--- src/rtl/mio_bus_ctrl_pkg.sv ---
// Shared types for the MIO bus controller: region codes, base nibbles, FSM states.
// Also used by the CPU-side debug display through mio_addr_decode.
package mio_bus_ctrl_pkg;

    typedef enum logic [2:0] {
        REG_RAM,
        REG_VRAM,
        REG_GPIO,
        REG_CNT,
        REG_NONE
    } region_t;

    localparam logic [3:0] VRAM_BASE = 4'h4;
    localparam logic [3:0] GPIO_BASE = 4'hE;
    localparam logic [3:0] CNT_BASE  = 4'hF;

    typedef enum logic [1:0] {
        ST_IDLE,
        ST_RAM_WAIT,
        ST_RESP
    } state_t;

    // RAM occupies the four lowest 256 MB windows (nibbles 0x0..0x3).
    function automatic logic is_ram_nibble(input logic [3:0] nib);
        return nib[3:2] == 2'b00;
    endfunction

endpackage

--- src/rtl/mio_addr_decode.sv ---
// Combinational region decode of the top address nibble; zero latency.
// Pure function of its input, so no flow control is involved.
module mio_addr_decode
    import mio_bus_ctrl_pkg::*;
(
    input  logic [3:0] addr_hi,
    output region_t    region,
    output logic       unmapped
);

    always_comb begin
        region = REG_NONE;
        if (is_ram_nibble(addr_hi)) begin
            region = REG_RAM;
        end else if (addr_hi == VRAM_BASE) begin
            region = REG_VRAM;
        end else if (addr_hi == GPIO_BASE) begin
            region = REG_GPIO;
        end else if (addr_hi == CNT_BASE) begin
            region = REG_CNT;
        end
        unmapped = (region == REG_NONE);
    end

endmodule

--- src/rtl/mio_bus_ctrl.sv ---
// CPU memory/IO bus controller: peripherals answer 1 cycle after decode, RAM after RAM_LAT+2.
// The CPU holds its request until mio_ready; request changes outside IDLE are ignored.
module mio_bus_ctrl
    import mio_bus_ctrl_pkg::*;
#(
    parameter int          RAM_AW   = 10,
    parameter int          RAM_LAT  = 1,
    parameter int          VRAM_AW  = 15,
    parameter logic [31:0] GPIO_RST = 32'h0000_0000
) (
    input  logic               clk,
    input  logic               reset,
    input  logic [31:0]        cpu_addr,
    input  logic [31:0]        cpu_wdata,
    input  logic               cpu_mem_r,
    input  logic               cpu_mem_w,
    output logic [31:0]        cpu_rdata,
    output logic               mio_ready,
    output logic [RAM_AW-1:0]  ram_addr,
    output logic [31:0]        ram_wdata,
    output logic               ram_en,
    output logic               ram_we,
    input  logic [31:0]        ram_rdata,
    output logic [VRAM_AW-1:0] vram_addr,
    output logic [31:0]        vram_wdata,
    output logic               vram_we,
    input  logic [31:0]        gpio_in,
    output logic [31:0]        gpio_out,
    output logic               bus_err
);

    localparam logic [2:0] LAT_INIT = 3'(RAM_LAT);

    state_t      state;
    region_t     region;
    logic        unmapped;
    logic [2:0]  wait_cnt;
    logic        is_write;
    logic [31:0] counter;
    logic [31:0] periph_rdata;
    logic        req;
    logic        dual;
    logic        accept;
    logic        cnt_wr;
    logic        unused_addr;

    mio_addr_decode u_decode (
        .addr_hi  (cpu_addr[31:28]),
        .region   (region),
        .unmapped (unmapped)
    );

    assign req    = cpu_mem_r | cpu_mem_w;
    assign dual   = cpu_mem_r & cpu_mem_w;
    assign accept = (state == ST_IDLE) && req;
    assign cnt_wr = accept && cpu_mem_w && (region == REG_CNT);

    // Only some address bits feed the RAM/VRAM word addresses; the rest are don't-care.
    assign unused_addr = ^cpu_addr;

    always_comb begin
        periph_rdata = '0;
        case (region)
            REG_GPIO: periph_rdata = gpio_in;
            REG_CNT:  periph_rdata = counter;
            default:  periph_rdata = '0;
        endcase
    end

    // Free-running counter; a CPU store at the decode edge replaces that edge's increment.
    always_ff @(posedge clk or negedge reset) begin
        if (!reset) begin
            counter <= '0;
        end else if (cnt_wr) begin
            counter <= cpu_wdata;
        end else begin
            counter <= counter + 32'd1;
        end
    end

    always_ff @(posedge clk or negedge reset) begin
        if (!reset) begin
            state      <= ST_IDLE;
            mio_ready  <= 1'b0;
            cpu_rdata  <= '0;
            ram_en     <= 1'b0;
            ram_we     <= 1'b0;
            vram_we    <= 1'b0;
            gpio_out   <= GPIO_RST;
            bus_err    <= 1'b0;
            ram_addr   <= '0;
            ram_wdata  <= '0;
            vram_addr  <= '0;
            vram_wdata <= '0;
            is_write   <= 1'b0;
            wait_cnt   <= '0;
        end else begin
            case (state)
                ST_IDLE: begin
                    if (req) begin
                        is_write   <= cpu_mem_w;
                        ram_addr   <= cpu_addr[RAM_AW+1:2];
                        ram_wdata  <= cpu_wdata;
                        vram_addr  <= cpu_addr[VRAM_AW+1:2];
                        vram_wdata <= cpu_wdata;
                        if (unmapped || dual) begin
                            bus_err <= 1'b1;
                        end
                        if (region == REG_RAM) begin
                            state    <= ST_RAM_WAIT;
                            wait_cnt <= LAT_INIT;
                            ram_en   <= 1'b1;
                            ram_we   <= cpu_mem_w;
                        end else begin
                            state     <= ST_RESP;
                            mio_ready <= 1'b1;
                            if (!cpu_mem_w) begin
                                cpu_rdata <= periph_rdata;
                            end else if (region == REG_GPIO) begin
                                gpio_out <= cpu_wdata;
                            end else if (region == REG_VRAM) begin
                                vram_we <= 1'b1;
                            end
                        end
                    end
                end
                ST_RAM_WAIT: begin
                    ram_en <= 1'b0;
                    ram_we <= 1'b0;
                    if (wait_cnt == 3'd0) begin
                        state     <= ST_RESP;
                        mio_ready <= 1'b1;
                        if (!is_write) begin
                            cpu_rdata <= ram_rdata;
                        end
                    end else begin
                        wait_cnt <= wait_cnt - 3'd1;
                    end
                end
                ST_RESP: begin
                    mio_ready <= 1'b0;
                    vram_we   <= 1'b0;
                    state     <= ST_IDLE;
                end
                default: begin
                    state <= ST_IDLE;
                end
            endcase
        end
    end

endmodule
--- config.mk ---
export PLATFORM = sky130hd
export DESIGN_NAME = mio_bus_ctrl
export DESIGN_NICKNAME = d
export VERILOG_FILES = /design/src/rtl/mio_bus_ctrl_pkg.sv /design/src/rtl/mio_addr_decode.sv /design/src/rtl/mio_bus_ctrl.sv
export SDC_FILE = /design/constraint.sdc
export NUM_CORES = 1
export LEC_CHECK = 0
export CORE_MARGIN = 1.5
export CORE_UTILIZATION = 40
export DETAILED_ROUTE_END_ITERATION = 7
export GPL_ROUTABILITY_DRIVEN = 0
export PLACE_DENSITY = 0.73
export SYNTH_ARGS = -nofsm -noshare
export SYNTH_HDL_FRONTEND = slang
export SYNTH_SLANG_ARGS = --single-unit
--- constraint.sdc ---
create_clock -name clk -period 1.9 [get_ports clk]
set_input_delay 0.38 -clock clk [delete_from_list [all_inputs] [get_ports clk]]
set_output_delay 0.38 -clock clk [all_outputs]
set_load 0.1 [all_outputs]
==> results.py, run 1 <==
metrics = {
    "outcome": {
        "status": "finished, final reports clean",
    },
    "cts": {
        "clkLatencyLatePin_ns": 0.42,
        "clkTransAtPathRegs_ns": 0.06,
        "cts_tree": "done",
        "cts_sinks": 154,
        "cts_made_buffers": 17,
        "cts.path.max_buffers": 2,
        "clock-root-buffer": "clkbuf_16",
        "cts_setup_buffers": 0,
        "cts_max_level": 4,
    },
    "setup_path": {
        "worstSetupEndpoint": "gpio_out[3]",
        "r2r-end": "counter[22]",
        "arrival_ns": 2.12,
        "worstPathRequired_ns": 2.20,
        "worstSetupStartpoint": "cpu_addr[31]",
        "cp_max_fo": 9,
        "endpoint_kind": "flop",
        "r2r_setup_slack_ns": 0.10,
        "start_kind": "input pin",
        "worstSetupPathType": "in -> reg",
        "r2r_start": "counter[0]",
        "reg2reg_depth": 6,
    },
    "final_layout": {
        "instances_no_fill": 1139,
        "drive_above_1_share_pct": 38.6,
        "area_growth_pct": 52.2,
        "n_antenna_cell": 0,
        "layout.nets": 1032,
        "final_util_pct": 62.9,
    },
    "placement": {
        "dp.cells": 1106,
        "dp_slack_ns": -0.362,
        "portBuffers": 276,
        "hpwl_um": 15700,
    },
    "drt": {
        "vias_per_cell": 5.06,
        "wire_per_inst_um": 18.2,
        "wl_um": 20700,
        "vias": 5764,
        "first_pass_iters": 4,
        "antenna_left": 0,
        "drt-initial-drc-count": 233,
        "drc": 0,
    },
    "timing": {
        "fin_ws_ns": 0.0851,
        "slew_headroom_pct": 60.9,
        "hold_viol": 0,
        "final-setup-viol-count": 0,
        "grt_setup_unrepaired": "false",
        "worst_pin_slew_ns": 0.581,
        "fin_crit_ns": 1.81,
        "fmax_mhz": 551,
        "skew_ns": 0.00733,
        "fin_crit_sh_pct": 95.5,
        "maxSlewViolCount": 0,
    },
    "die": {
        "ios": 290,
        "design.core.area_sq_um": 18200,
        "die_area_sq_um": 19600,
        "dieWidth_um": 140,
        "initial_utilization_pct": 41.3,
        "fp-row-count": 49,
        "die_h_um": 140,
    },
    "synthesis": {
        "synthesis.area_sq_um": 7520,
        "avgSynthCellArea_sq_um": 11.7,
        "yosysTopAreaCell": "dfrtp_1",
        "synth_cells": 642,
        "yosysWarnings": 0,
        "synth_area_leaders": "dfrtp_1 51%, mux2_2 16%, buf_4 4.8%, mux2i_1 4.3%, o31ai_1 3.2%",
        "yosysSeqAreaShare_pct": 51.2,
        "synth_top_area_share_pct": 51.2,
        "synth_cell_types": 43,
        "synth_nets": 777,
        "ys_seq_elements": 154,
    },
    "global_route": {
        "track_usage_pct": 21.6,
        "grt_pass1_vias": 6008,
        "grt_pass1_wl_um": 32900,
        "antenna_found_initial": 0,
        "grt_start_max_net_pins": 66,
        "overflow": 0,
    },
    "worst_hold_path": {
        "min_path_type": "in -> async",
    },
    "flow_run": {
        "drv_cap": 0,
    },
}
-- routing by layer --
layer  vias up  GRT usage (%)  wire length (um)
met1      2802           28.8              9100
met5         -              0                 0
met4         0           7.59               417
met3        31           6.12              1500
met2       214           33.8              9720
li1       2717              -                 -
-- state kept, by name, indices dropped and copies added, names as in the netlist, 2 cells and up --
signal,cells
cpu_rdata,32
wait_cnt,3
vram_wdata,32
ram_addr,9
state,2
gpio_out,32
vram_addr,6
counter,32
-- cells by family after synthesis --
family | Yosys count | share of synthesized area [%]
flops | 154 | 51.2
buf+inv | 86 | 7.23
compound gates | 78 | 6.62
fa+ha+maj | 3 | 0.499
simple gates | 146 | 9.80
mux | 144 | 21.0
xor+xnor | 31 | 3.61
-- cell usage in the layout, fill, tap and decap left out, types with 3 or more instances in the layout --
cell | Yosys | final
a21oi_1 | 35 | 35
and3_1 | 3 | 3
buf_12 | 0 | 68
buf_4 | 48 | 125
bufinv_16 | 0 | 3
clkbuf_16 | 0 | 17
clkdlybuf4s50_1 | 0 | 116
clkinvlp_4 | 0 | 5
dfrtp_1 | 154 | 154
inv_1 | 10 | 10
mux2_1 | 7 | 7
mux2_2 | 105 | 105
mux2i_1 | 32 | 32
nand2_1 | 47 | 47
nand3_1 | 12 | 12
nand3_4 | 3 | 3
nand4_1 | 9 | 9
nor2_1 | 49 | 48
nor3_2 | 4 | 4
nor4_1 | 6 | 5
o31ai_1 | 32 | 32
xnor2_1 | 15 | 15
xor2_1 | 16 | 16
-- what timing repair did --
item                                    in CTS  in global routing
endpoints found under the setup margin       2                  7
hold buffers                                 1                  0
resized for setup                            1                  3
pin swaps                                    0                  2
gates cloned                                 0                  0
hold endpoints to repair                    39                  0
-- metrics by stage --
step	instance area, sq um	hold slack, ns	TNS [ns]
after detailed placement	10800	0.329	-37.65
after CTS	11400	0.443	0
after global routing	11400	0.468	0
after global placement	10800	0.330	-33.80
final	11400	0.445	0
after floorplan	7520	0.0844	0
-- worst max-delay path, cell delays in order --
cell	delay (ns)
clkdlybuf4s50_1	0.55
nand3_1	0.19
nor4_4	0.39
buf_4	0.25
mux2_2	0.36
-- Yosys cell counts --
master	n
dfrtp_1	154
nor2_1	49
and3_1	3
nor4_1	6
nor2b_1	3
o31ai_1	32
and4_1	1
or4_4	1
clkbuf_2	1
nor3_2	4
nand3_2	1
o21a_1	1
clkbuf_1	11
a21oi_1	35
buf_4	48
o21ai_2	1
buf_2	10
nor3_1	3
a21o_1	2
o21ai_0	2
nand4_4	1
mux2_2	105
nand2_1	47
or3_1	1
a41oi_1	1
a22oi_1	1
nand3_1	12
mux2_1	7
xor2_1	16
clkbuf_8	2
ha_1	3
o21bai_1	1
inv_1	10
buf_1	3
o22ai_1	1
a21boi_2	1
nand3_4	3
nor4_2	1
and3_2	1
buf_6	1
xnor2_1	15
nand4_1	9
mux2i_1	32
-- layout make-up --
type / count / area (sq um)
multi-input combinational: 402 / 3170
clock inverter: 13 / 168
timing repair buffer: 312 / 3490
fill: 1423 / 6760
clock buffer: 19 / 443
sequential: 154 / 3850
tap: 229 / 287
inverter: 10 / 37.5
-- how the worst min path moves through the flow --
stage | end | depth (start not counted) | slack, ns | start
after detailed placement | vram_wdata[5] | 1 | 0.33 | reset
after floorplan | bus_err | 0 | 0.08 | reset
final | vram_wdata[5] | 2 | 0.45 | reset
after global routing | vram_wdata[5] | 2 | 0.47 | reset
after CTS | vram_wdata[5] | 2 | 0.44 | reset
after global placement | vram_wdata[7] | 1 | 0.33 | reset
Power of run 1 is not shown: default switching activity piles up to over one toggle a cycle in this logic, so the estimate is an artifact.
==> inputs of run 2 (changes only) <==
CAP_MARGIN = 20   (was unset)
CTS_BUF_LIST = sky130_fd_sc_hd__clkbuf_16   (was unset)
==> run 2 against run 1 <==
Routed wire length about the same. Count of clock-buffer cells in the layout decreased by 2. Global-route usage about the same. Cell count unchanged. Final area hardly changed. Critical path depth is 1 higher. Worst hold slack about the same. Critical path type unchanged.
==> results.py, run 2 (synthesis results as in run 1) <==
metrics = {
    "die": {
        "ios": 290,
        "design.core.area_sq_um": 18200,
        "die_area_sq_um": 19600,
        "fp-row-count": 49,
        "die_h_um": 140,
        "initial_utilization_pct": 41.3,
        "dieWidth_um": 140,
    },
    "global_route": {
        "antenna_found_initial": 0,
        "grt_pass1_wl_um": 33000,
        "overflow": 0,
        "grt_start_max_net_pins": 66,
        "track_usage_pct": 21.7,
        "grt_pass1_vias": 6012,
    },
    "timing": {
        "grt_setup_unrepaired": "false",
        "fmax_mhz": 550,
        "skew_ns": 0.00725,
        "worst_pin_slew_ns": 0.540,
        "final-setup-viol-count": 0,
        "fin_crit_ns": 1.82,
        "fin_hold_ws_ns": 0.445,
        "fin_crit_sh_pct": 95.6,
        "hold_viol": 0,
        "maxSlewViolCount": 0,
        "slew_headroom_pct": 63.6,
    },
    "drt": {
        "antenna_left": 0,
        "vias_per_cell": 5.06,
        "drc": 0,
        "first_pass_iters": 5,
        "vias": 5760,
        "wl_um": 20700,
        "drt-initial-drc-count": 291,
        "wire_per_inst_um": 18.2,
    },
    "cts": {
        "cts.path.max_buffers": 2,
        "clkLatencyLatePin_ns": 0.42,
        "clock-root-buffer": "clkbuf_16",
        "cts_sinks": 154,
        "cts_max_level": 4,
        "cts_tree": "done",
        "cts_made_buffers": 17,
        "clkTransAtPathRegs_ns": 0.06,
    },
    "setup_path": {
        "r2r_start": "counter[0]",
        "worstPathRequired_ns": 2.20,
        "endpoint_kind": "flop",
        "r2r_setup_slack_ns": 0.10,
        "cp_max_fo": 12,
        "arrival_ns": 2.12,
        "worstSetupPathType": "in -> reg",
        "r2r-end": "counter[22]",
        "start_kind": "input pin",
        "reg2reg_depth": 6,
    },
    "final_layout": {
        "drive_above_1_share_pct": 38.5,
        "fillers": 1431,
        "mostFrequentLayoutCells": "154 x dfrtp_1, 125 x buf_4, 116 x clkdlybuf4s50_1, 105 x mux2_2, 68 x buf_12",
        "layout.nets": 1032,
        "final_common_cell": "dfrtp_1",
        "area_growth_pct": 52.0,
        "n_antenna_cell": 0,
        "instances_no_fill": 1139,
    },
    "worst_hold_path": {
        "min_path_type": "in -> async",
    },
    "placement": {
        "hpwl_um": 15700,
        "portBuffers": 276,
        "dp.cells": 1106,
    },
    "flow_run": {
        "drv_cap": 0,
    },
    "outcome": {
        "status": "finished, final reports clean",
    },
}
[run 2: cell count changes in the layout (fill, tap and decap cells not counted)]
cell      delta
inv_1        +1
clkbuf_8     -1
clkinv_1     +1
clkbuf_1     -1
[run 2: worst max-delay path by stage]
stage / startpoint / endpoint / slack [ns] / cells past startpoint
after floorplan: state[0] / gpio_out[10] / 0.12 / 6
final: cpu_addr[31] / counter[9] / 0.08 / 6
after global placement: cpu_mem_w / cpu_rdata[20] / -0.33 / 7
after CTS: counter[0] / counter[22] / 0.009 / 6
after global routing: cpu_addr[31] / gpio_out[11] / 0.002 / 5
after detailed placement: cpu_mem_w / cpu_rdata[21] / -0.36 / 7
[run 2: timing repair]
item | CTS | global route
setup endpoints to repair | 2 | 7
resized for setup | 1 | 3
buffers inserted | 0 | 0
endpoints found under the hold margin | 39 | 0
hold buffers | 1 | 0
pin swaps | 0 | 1
[run 2: stage by stage]
step / cell area [sq um] / setup WS [ns] / util, % / TNS [ns]
after floorplan: 7520 / 0.116 / - / 0
after global routing: 11400 / 0.00180 / 62.8 / 0
after global placement: 10800 / -0.325 / 59.4 / -33.80
final: 11400 / 0.0830 / 62.8 / 0
after CTS: 11400 / 0.00925 / 62.8 / 0
after detailed placement: 10800 / -0.362 / 59.4 / -37.65
[run 2: per-layer routing]
layer  wire [um]  vias up  GRT usage [%]
li1            -     2717              -
met5           0        -              0
met3        1400       28           5.71
met4         435        0           8.25
met1        9180     2798           28.9
met2        9710      217           33.8
[run 2: critical path: stages]
cell	delay [ns]
clkdlybuf4s50_1	0.55
nand3_1	0.19
or3_2	0.59
buf_4	0.21
nor2_1	0.13
a21oi_1	0.07
[run 2: final cells by class]
class | instances | area, sq um | share of cell area, %
Clock buffer | 17 | 425 | 3.72
Clock inverter | 15 | 175 | 1.53
Timing Repair Buffer | 312 | 3490 | 30.5
Tap cell | 229 | 287 | 2.50
Multi-Input combinational cell | 402 | 3170 | 27.7
Inverter | 10 | 37.5 | 0.328
Sequential cell | 154 | 3850 | 33.7
Power of run 2 is left out for the same reason.
